==> src/rtl/sar_adc_ctrl.sv <==
// Successive-approximation sequencer: drives the sample/hold switch and the
// DAC trial code, reads the comparator back one bit per decision, and hands
// each finished word to the SoC side over a valid/ready handshake.
//
// state  | meaning
// -------+-----------------------------------------------------------------
// IDLE   | waiting for a registered START request; SAMPLE=0, DAC_CODE=0
// SAMP   | sample/hold switch closed for SAMPLE_CYCLES cycles
// SETTLE | trial code (working code with bit idx set) settling on the DAC
// DECIDE | comparator decision captured into bit idx at the end of the cycle
//
// START is registered once before IDLE acts on it. That single cycle of
// request latency is why the first result lands one cycle later than the
// continuous-mode conversion period.
module sar_adc_ctrl #(
  parameter int RES           = 10,
  parameter int SAMPLE_CYCLES = 4,
  parameter int SETTLE_CYCLES = 1
) (
  input  logic           HCLK,
  input  logic           HRESETn,
  input  logic           START,
  input  logic           CONTINUOUS,
  input  logic           COMP_IN,
  output logic           SAMPLE,
  output logic [RES-1:0] DAC_CODE,
  output logic           BUSY,
  output logic [RES-1:0] RESULT,
  output logic           RESULT_VALID,
  input  logic           RESULT_READY,
  output logic           OVERRUN,
  input  logic           OVR_CLR
);

  localparam int CNT_W = $clog2(SAMPLE_CYCLES + SETTLE_CYCLES + 1);
  localparam int IDX_W = $clog2(RES);
  localparam logic [CNT_W-1:0] SAMP_LOAD   = CNT_W'(SAMPLE_CYCLES - 1);
  localparam logic [CNT_W-1:0] SETTLE_LOAD = CNT_W'((SETTLE_CYCLES > 0) ? SETTLE_CYCLES - 1 : 0);
  localparam logic [IDX_W-1:0] MSB_IDX     = IDX_W'(RES - 1);
  localparam logic [RES-1:0]   MSB_ONLY    = {1'b1, {(RES-1){1'b0}}};

  typedef enum logic [1:0] {
    IDLE   = 2'd0,
    SAMP   = 2'd1,
    SETTLE = 2'd2,
    DECIDE = 2'd3
  } state_t;

  state_t           state, state_n;
  logic [CNT_W-1:0] cnt, cnt_n;
  logic [IDX_W-1:0] idx, idx_n;
  logic [RES-1:0]   code, code_n;
  logic [RES-1:0]   dac_n;
  logic [RES-1:0]   res_n;
  logic             start_q, start_n;
  logic             done;

  // Next-state, next-output and working-code update for the sequencer.
  always_comb begin
    state_n = state;
    cnt_n   = cnt;
    idx_n   = idx;
    code_n  = code;
    dac_n   = DAC_CODE;
    res_n   = '0;
    start_n = 1'b0;
    done    = 1'b0;
    case (state)
      IDLE: begin
        dac_n = '0;
        if (start_q) begin
          state_n = SAMP;
          cnt_n   = SAMP_LOAD;
        end else begin
          start_n = START;
        end
      end
      SAMP: begin
        dac_n = '0;
        if (cnt == '0) begin
          idx_n  = MSB_IDX;
          code_n = '0;
          dac_n  = MSB_ONLY;
          if (SETTLE_CYCLES > 0) begin
            state_n = SETTLE;
            cnt_n   = SETTLE_LOAD;
          end else begin
            state_n = DECIDE;
          end
        end else begin
          cnt_n = cnt - CNT_W'(1);
        end
      end
      SETTLE: begin
        if (cnt == '0) begin
          state_n = DECIDE;
        end else begin
          cnt_n = cnt - CNT_W'(1);
        end
      end
      DECIDE: begin
        code_n[idx] = COMP_IN;
        if (idx != '0) begin
          idx_n = idx - IDX_W'(1);
          dac_n = code_n | (RES'(1) << idx_n);
          if (SETTLE_CYCLES > 0) begin
            state_n = SETTLE;
            cnt_n   = SETTLE_LOAD;
          end else begin
            state_n = DECIDE;
          end
        end else begin
          done  = 1'b1;
          res_n = code_n;
          dac_n = '0;
          if (CONTINUOUS) begin
            state_n = SAMP;
            cnt_n   = SAMP_LOAD;
          end else begin
            state_n = IDLE;
          end
        end
      end
      default: begin
        state_n = IDLE;
        dac_n   = '0;
      end
    endcase
  end

  // State register plus registered analog-side outputs.
  always_ff @(posedge HCLK) begin
    if (!HRESETn) begin
      state    <= IDLE;
      cnt      <= '0;
      idx      <= '0;
      code     <= '0;
      start_q  <= 1'b0;
      SAMPLE   <= 1'b0;
      DAC_CODE <= '0;
      BUSY     <= 1'b0;
    end else begin
      state    <= state_n;
      cnt      <= cnt_n;
      idx      <= idx_n;
      code     <= code_n;
      start_q  <= start_n;
      SAMPLE   <= (state_n == SAMP);
      DAC_CODE <= dac_n;
      BUSY     <= (state_n != IDLE);
    end
  end

  // Result handshake: a new word always loads; overwriting an unaccepted word flags OVERRUN.
  always_ff @(posedge HCLK) begin
    if (!HRESETn) begin
      RESULT       <= '0;
      RESULT_VALID <= 1'b0;
      OVERRUN      <= 1'b0;
    end else begin
      if (done) begin
        RESULT       <= res_n;
        RESULT_VALID <= 1'b1;
      end else if (RESULT_VALID && RESULT_READY) begin
        RESULT_VALID <= 1'b0;
      end
      if (done && RESULT_VALID && !RESULT_READY) begin
        OVERRUN <= 1'b1;
      end else if (OVR_CLR) begin
        OVERRUN <= 1'b0;
      end
    end
  end

endmodule

==> config.mk <==
export PLATFORM = sky130hd
export DESIGN_NAME = sar_adc_ctrl
export DESIGN_NICKNAME = d
export VERILOG_FILES = /design/src/rtl/sar_adc_ctrl.sv
export SDC_FILE = /design/constraint.sdc
export NUM_CORES = 1
export LEC_CHECK = 0
export BUFFER_PORTS_ARGS = -buffer_cell sky130_fd_sc_hd__buf_2
export CORE_MARGIN = 10
export CORE_UTILIZATION = 61
export DETAILED_ROUTE_END_ITERATION = 7
export PLACE_DENSITY = 0.84
export SYNTH_ARGS = -nofsm -noshare
export SYNTH_HDL_FRONTEND = slang
export SYNTH_SLANG_ARGS = --single-unit
export TNS_END_PERCENT = 10
==> constraint.sdc <==
create_clock -name HCLK -period 3.7 [get_ports HCLK]
set_input_delay 0.185 -clock HCLK [delete_from_list [all_inputs] [get_ports HCLK]]
set_output_delay 0.185 -clock HCLK [all_outputs]
set_load 0.01 [all_outputs]
==> results.toml, run 1 <==
[status]
status = "complete, no violations"

[clock_tree]
cts-root-buf = "clkbuf_8"
cts.htree.levels = 2
clock_sinks = 44
clock_path_buffers = 2
postCtsResizedCells = 0
cts_buffers = 5
post_cts_buffers = 0
cts_tree = "done"
cts_hold_buffers = 0
cts.reportedPaths.clkPinSlew_ns = 0.09
worstSkewPairLatency_ns = 0.30

[sta]
hold_viol = 0
setup_tns_ns = 0
clock-skew-final_ns = 0.00515
rsz0062_at_grt = "no"
fin_crit_ns = 2.27
finalCritPeriodShare_pct = 61.3
fmax_mhz = 441
worst_pin_slew_ns = 0.914
slew_headroom_pct = 38.9
slew_violations = 0
setup_viol = 0

[route]
drt_iter0_drc = 180
remaining_drc_errors = 0
routed_wl_um = 5460
first_pass_iters = 4
ant_nets = 0
wl_per_cell_um = 17.2
vias_per_cell = 6.08
vias = 1933

[synth]
synth_compound_area_share_pct = 21.7
async_reset_ff_share_pct = 0
synth_top_flop_cell = "dfxtp_1"
synth_top_family_by_area = "simple AND/OR/NAND/NOR gates"
synth_area_um2 = 2250
ys_types = 47
syn_inst = 249
ys_ff_latch = 44
synthMuxAreaShare_pct = 5.18
synthSimpleGateAreaFrac_pct = 22.7
avgSynthCellArea_um2 = 9.02
synthXorXnorAreaFrac_pct = 0
synthAdderAreaFrac_pct = 5.57
synth_edf_count = 0
synth_warnings = 0
syn_nets = 266
ys_seq_area_share_pct = 39.2

[worst_setup_path]
required_ns = 3.91
path_cells = "inv_1 > ha_1 > nor3b_4 > and2_1 > nor2_1 > a211oi_1"
crit_cells = 6
critPathLaunchType = "flop"
cp_top_family = "simple AND/OR/NAND/NOR gates"
cpMaxStageDelayCell = "and2_1"
crit_path_start = "idx[1]"
r2r-end = "RESULT[4]"
r2r_start = "idx[1]"
r2r_cells = 6
critical_path_class = "reg -> reg"
rrSetupSlack_ns = 1.43
max_stage_delay_ns = 0.60
cp.arrival_ns = 2.48
worstPathMaxFanout = 19
critPathCaptureType = "flop"
cp-endpoint = "RESULT[4]"
critPathBufInv = 1

[final_layout]
syn_to_final_growth_pct = 10.8
nets = 288
postLayoutCellArea_um2 = 2490
insertedDiodeCount = 0
layout_commonest_cell = "dfxtp_1"
nFillCells = 276
drive_gt1_share_pct = 18.8
final_cell_mix = "dfxtp_1 (44), nor2_1 (33), buf_2 (30)"

[pwr]
p_leak_nw = 1.02
cellPowerDensity_nw_per_um2 = 572
peakVddDrop_v = 0.000386
power_w = 0.00143

[placed_design]
dpl_cell_area_um2 = 2370
place_congestion = 0.852
numPortBuffers = 30
dpl.hpwl_um = 3900

[floorplan]
rows = 21
start_util_pct = 65.3
dieWidth_um = 80.7
die-area_um2 = 6510
die_y_um = 80.7
core_um2 = 3440
num_io_pins = 31

[global_routing]
antenna_found_initial = 0
grt_max_degree = 35
grt_pass1_wl_um = 9140
overflow = 0
grt_pass1_vias = 1833
grt_usage_pct = 17.7

[worst_hold_path]
holdCritPathClass = "in -> reg"

[run]
max_cap_viol_count = 0
Yosys cell counts (4+ instances only):
cell type,count,area [um^2]
a211oi_1,8,60.1
a21oi_1,12,60.1
a22oi_1,4,30.0
a2bb2oi_1,5,43.8
a311oi_1,5,43.8
a32o_1,4,40.0
buf_2,7,35.0
clkbuf_1,6,22.5
dfxtp_1,44,881
ha_1,10,125
inv_1,8,30.0
mux2i_1,6,60.1
nand2_1,12,45.0
nand2b_1,7,43.8
nand3_1,5,25.0
nand3b_1,6,45.0
nor2_1,33,124
nor2b_1,4,25.0
nor3_1,10,50.1
o21ai_0,8,40.0
routing by layer:
metal | track usage [%] | share of wire, % | vias up
met4 | 6.40 | 1.7 | 0
met5 | 0 | 0 | -
met1 | 22.0 | 41 | 907
met2 | 28.6 | 49 | 74
met3 | 4.57 | 8.6 | 10
li1 | - | - | 942
logic make-up (layout without fill, tap and decap cells):
logic type / Yosys count / in the layout
and+or+nand+nor: 94 / 94
AOI/OAI and AO/OA: 65 / 65
DFF: 44 / 44
buffers and inverters: 26 / 49
adders and majority gates: 10 / 10
muxes: 10 / 10
power breakdown:
part | total (W) | internal [W] | switching (W)
Combinational | 0.000461 | 0.000177 | 0.000285
Sequential | 0.000587 | 0.000522 | 0.0000651
Clock | 0.000377 | 0.000203 | 0.000174
registers in the layout, summed over array words and instances, names as in the netlist:
register,count
code,10
SAMPLE,1
start_q,1
RESULT_VALID,1
OVERRUN,1
idx,4
RESULT,10
cnt,3
state,2
BUSY,1
DAC_CODE,10
final cells by class:
type	count	area [um^2]	area share, %
well taps	46	57.6	2.31
inverters	9	33.8	1.36
flip-flops and latches	44	881	35.4
clock inverters	3	46.3	1.86
repair buffers	32	165	6.63
multi-input cells	179	1240	49.7
clock buffers	5	68.8	2.76
worst min path at each step:
stage	startpoint	endpoint	cells after the start
after global placement	START	start_q	2
after CTS	START	start_q	2
after floorplan	START	start_q	1
final	START	start_q	2
after detailed placement	START	start_q	2
after global routing	START	start_q	2
metrics by stage:
stage	hold WS (ns)	util [%]	setup WS, ns	std cells
2_1_floorplan	0.338	-	1.92	249
5_1_grt	0.123	72.3	1.16	318
4_1_cts	0.132	72.3	1.44	318
3_5_place_dp	0.443	69.0	1.47	310
3_3_place_gp	0.422	69.0	1.61	310
6_report	0.132	72.3	1.43	318
Power figures use the tool's default switching activity.
==> inputs of run 2 (changes only) <==
--- a/config.mk
+++ b/config.mk
@@ -7,9 +7,9 @@
 export LEC_CHECK = 0
 export BUFFER_PORTS_ARGS = -buffer_cell sky130_fd_sc_hd__buf_2
 export CORE_MARGIN = 10
-export CORE_UTILIZATION = 61
+export CORE_UTILIZATION = 57
 export DETAILED_ROUTE_END_ITERATION = 7
-export PLACE_DENSITY = 0.84
+export PLACE_DENSITY = 0.79
 export SYNTH_ARGS = -nofsm -noshare
 export SYNTH_HDL_FRONTEND = slang
 export SYNTH_SLANG_ARGS = --single-unit
==> constraint.sdc (replaced) <==
create_clock -name HCLK -period 2.2 [get_ports HCLK]
set_input_delay 0.11 -clock HCLK [delete_from_list [all_inputs] [get_ports HCLK]]
set_output_delay 0.11 -clock HCLK [all_outputs]
set_load 0.01 [all_outputs]
==> results.toml, run 2 (synthesized netlist as in run 1, its figures left out) <==
[floorplan]
dieWidth_um = 82.8
die-area_um2 = 6850
core_um2 = 3740
die_y_um = 82.8
start_util_pct = 60.0
rows = 22
num_io_pins = 31

[pwr]
switching_share_pct = 35.9
p_leak_nw = 1.05
p_int_w = 0.00156
seq_power_share_pct = 39.9
cellPowerDensity_nw_per_um2 = 963
p_clk_share_pct = 27.2
p_sw_w = 0.000874
peakVddDrop_v = 0.000507
power_frac_comb_pct = 32.9

[clock_tree]
clock_path_buffers = 2
clock_sinks = 44
cts.reportedPaths.clkPinSlew_ns = 0.08
cts.htree.levels = 2
worstSkewPairLatency_ns = 0.30
cts_hold_buffers = 0
postCtsResizedCells = 0
cts_tree = "done"
cts_buffers = 5
post_cts_buffers = 0
cts-root-buf = "clkbuf_8"

[worst_hold_path]
holdPathStages = 2
worstHoldStart = "START"
min_to = "start_q"
holdCritPathClass = "in -> reg"

[global_routing]
grt_pass1_wl_um = 8810
overflow = 0
grt_max_degree = 26
antenna_found_initial = 0
grt_usage_pct = 16.4
grt_pass1_vias = 1747

[placed_design]
preCtsSetupSlack_ns = 0.213
place_congestion = 0.862
dpl.hpwl_um = 3970
numPortBuffers = 30

[final_layout]
nets = 292
syn_to_final_growth_pct = 12.5
top_regs = "DAC_CODE: 10 flops, RESULT: 10 flops, code: 10 flops"
final_util_pct = 67.5
layout_commonest_cell = "dfxtp_1"
insertedDiodeCount = 0
drive_gt1_share_pct = 19.9
final_cell_mix = "dfxtp_1 (44), nor2_1 (33), buf_2 (30)"

[worst_setup_path]
cp_top_family = "simple AND/OR/NAND/NOR gates"
cpMaxStageDelayCell = "dfxtp_1"
r2r_start = "idx[1]"
r2r-end = "DAC_CODE[2]"
cp.arrival_ns = 2.22
critical_path_class = "reg -> reg"
required_ns = 2.41
rrSetupSlack_ns = 0.19
worstPathMaxFanout = 11
critPathCaptureType = "flop"
critPathBufInv = 1
path_cells = "inv_1 > ha_1 > nor4_2 > nand2b_1 > nand3_1 > a311oi_1"
r2r_cells = 6
critPathLaunchType = "flop"
max_stage_delay_ns = 0.49

[sta]
fmax_mhz = 497
worst_pin_slew_ns = 0.604
clock-skew-final_ns = 0.00387
fin_ws_ns = 0.187
fin_crit_ns = 2.01
setup_tns_ns = 0
hold_viol = 0
slew_headroom_pct = 59.2
whs_ns = 0.0429
rsz0062_at_grt = "no"
setup_viol = 0
finalCritPeriodShare_pct = 91.5
slew_violations = 0

[run]
max_cap_viol_count = 0

[route]
ant_nets = 0
first_pass_iters = 4
remaining_drc_errors = 0
vias_per_cell = 5.86
wl_per_cell_um = 16.5
drt_iter0_drc = 103
vias = 1898
routed_wl_um = 5360

[status]
status = "complete, no violations"
run 2: cell types whose count changed in the layout (fill, tap and decap cells not counted), sizes merged:
cell / before / now
buf: 32 / 36
clkbuf: 5 / 6
clkinv: 1 / 2
clkinvlp: 1 / 0
inv: 9 / 8
run 2: worst max path at each step:
stage | slack, ns | depth (start not counted) | to | startpoint
finish | 0.19 | 6 | DAC_CODE[2] | idx[1]
global route | 0.02 | 6 | DAC_CODE[1] | idx[1]
CTS | 0.19 | 6 | cnt[2] | idx[1]
detailed placement | 0.21 | 6 | cnt[2] | idx[1]
global placement | 0.33 | 6 | DAC_CODE[7] | idx[1]
floorplan | 0.42 | 7 | DAC_CODE[1] | idx[0]
run 2: metal layers:
| metal | vias to the layer above | track usage, % | routed length, um |
|---|---|---|---|
| met4 | 0 | 5.85 | 74 |
| met3 | 8 | 3.99 | 288 |
| met2 | 43 | 25.6 | 2590 |
| li1 | 948 | - | - |
| met5 | - | 0 | 0 |
| met1 | 899 | 21.6 | 2410 |
run 2: worst register-to-register path: cells and delay by family, from the launching register on:
kind | cells | cell delay (ns)
compound gates | 1 | 0.30
fa+ha+maj | 1 | 0.36
buf+inv | 1 | 0.17
flops | 1 | 0.49
simple gates | 3 | 0.61
run 2: per-stage QoR:
step / instance area (um^2) / total power, W / instances
6_report: 2530 / 0.00244 / 324
4_1_cts: 2530 / 0.00244 / 324
5_1_grt: 2530 / 0.00258 / 324
2_1_floorplan: 2250 / 0.00159 / 249
3_5_place_dp: 2410 / 0.00178 / 316
3_3_place_gp: 2410 / 0.00176 / 316
run 2: cell type report:
class / instances / area, um^2
Clock inverter: 2 / 38.8
Tap cell: 48 / 60.1
Sequential cell: 44 / 881
Inverter: 9 / 33.8
Timing Repair Buffer: 36 / 195
Fill cell: 311 / 1210
Multi-Input combinational cell: 179 / 1240
Clock buffer: 6 / 82.6
run 2: power groups by stage:
stage	combinational (W)	clock, W	sequential (W)
after floorplan	0.000629	0	0.000963
after global placement	0.000776	0	0.000986
after detailed placement	0.000790	0	0.000990
after CTS	0.000800	0.000672	0.000972
after global routing	0.000887	0.000699	0.000993
final	0.000802	0.000662	0.000973
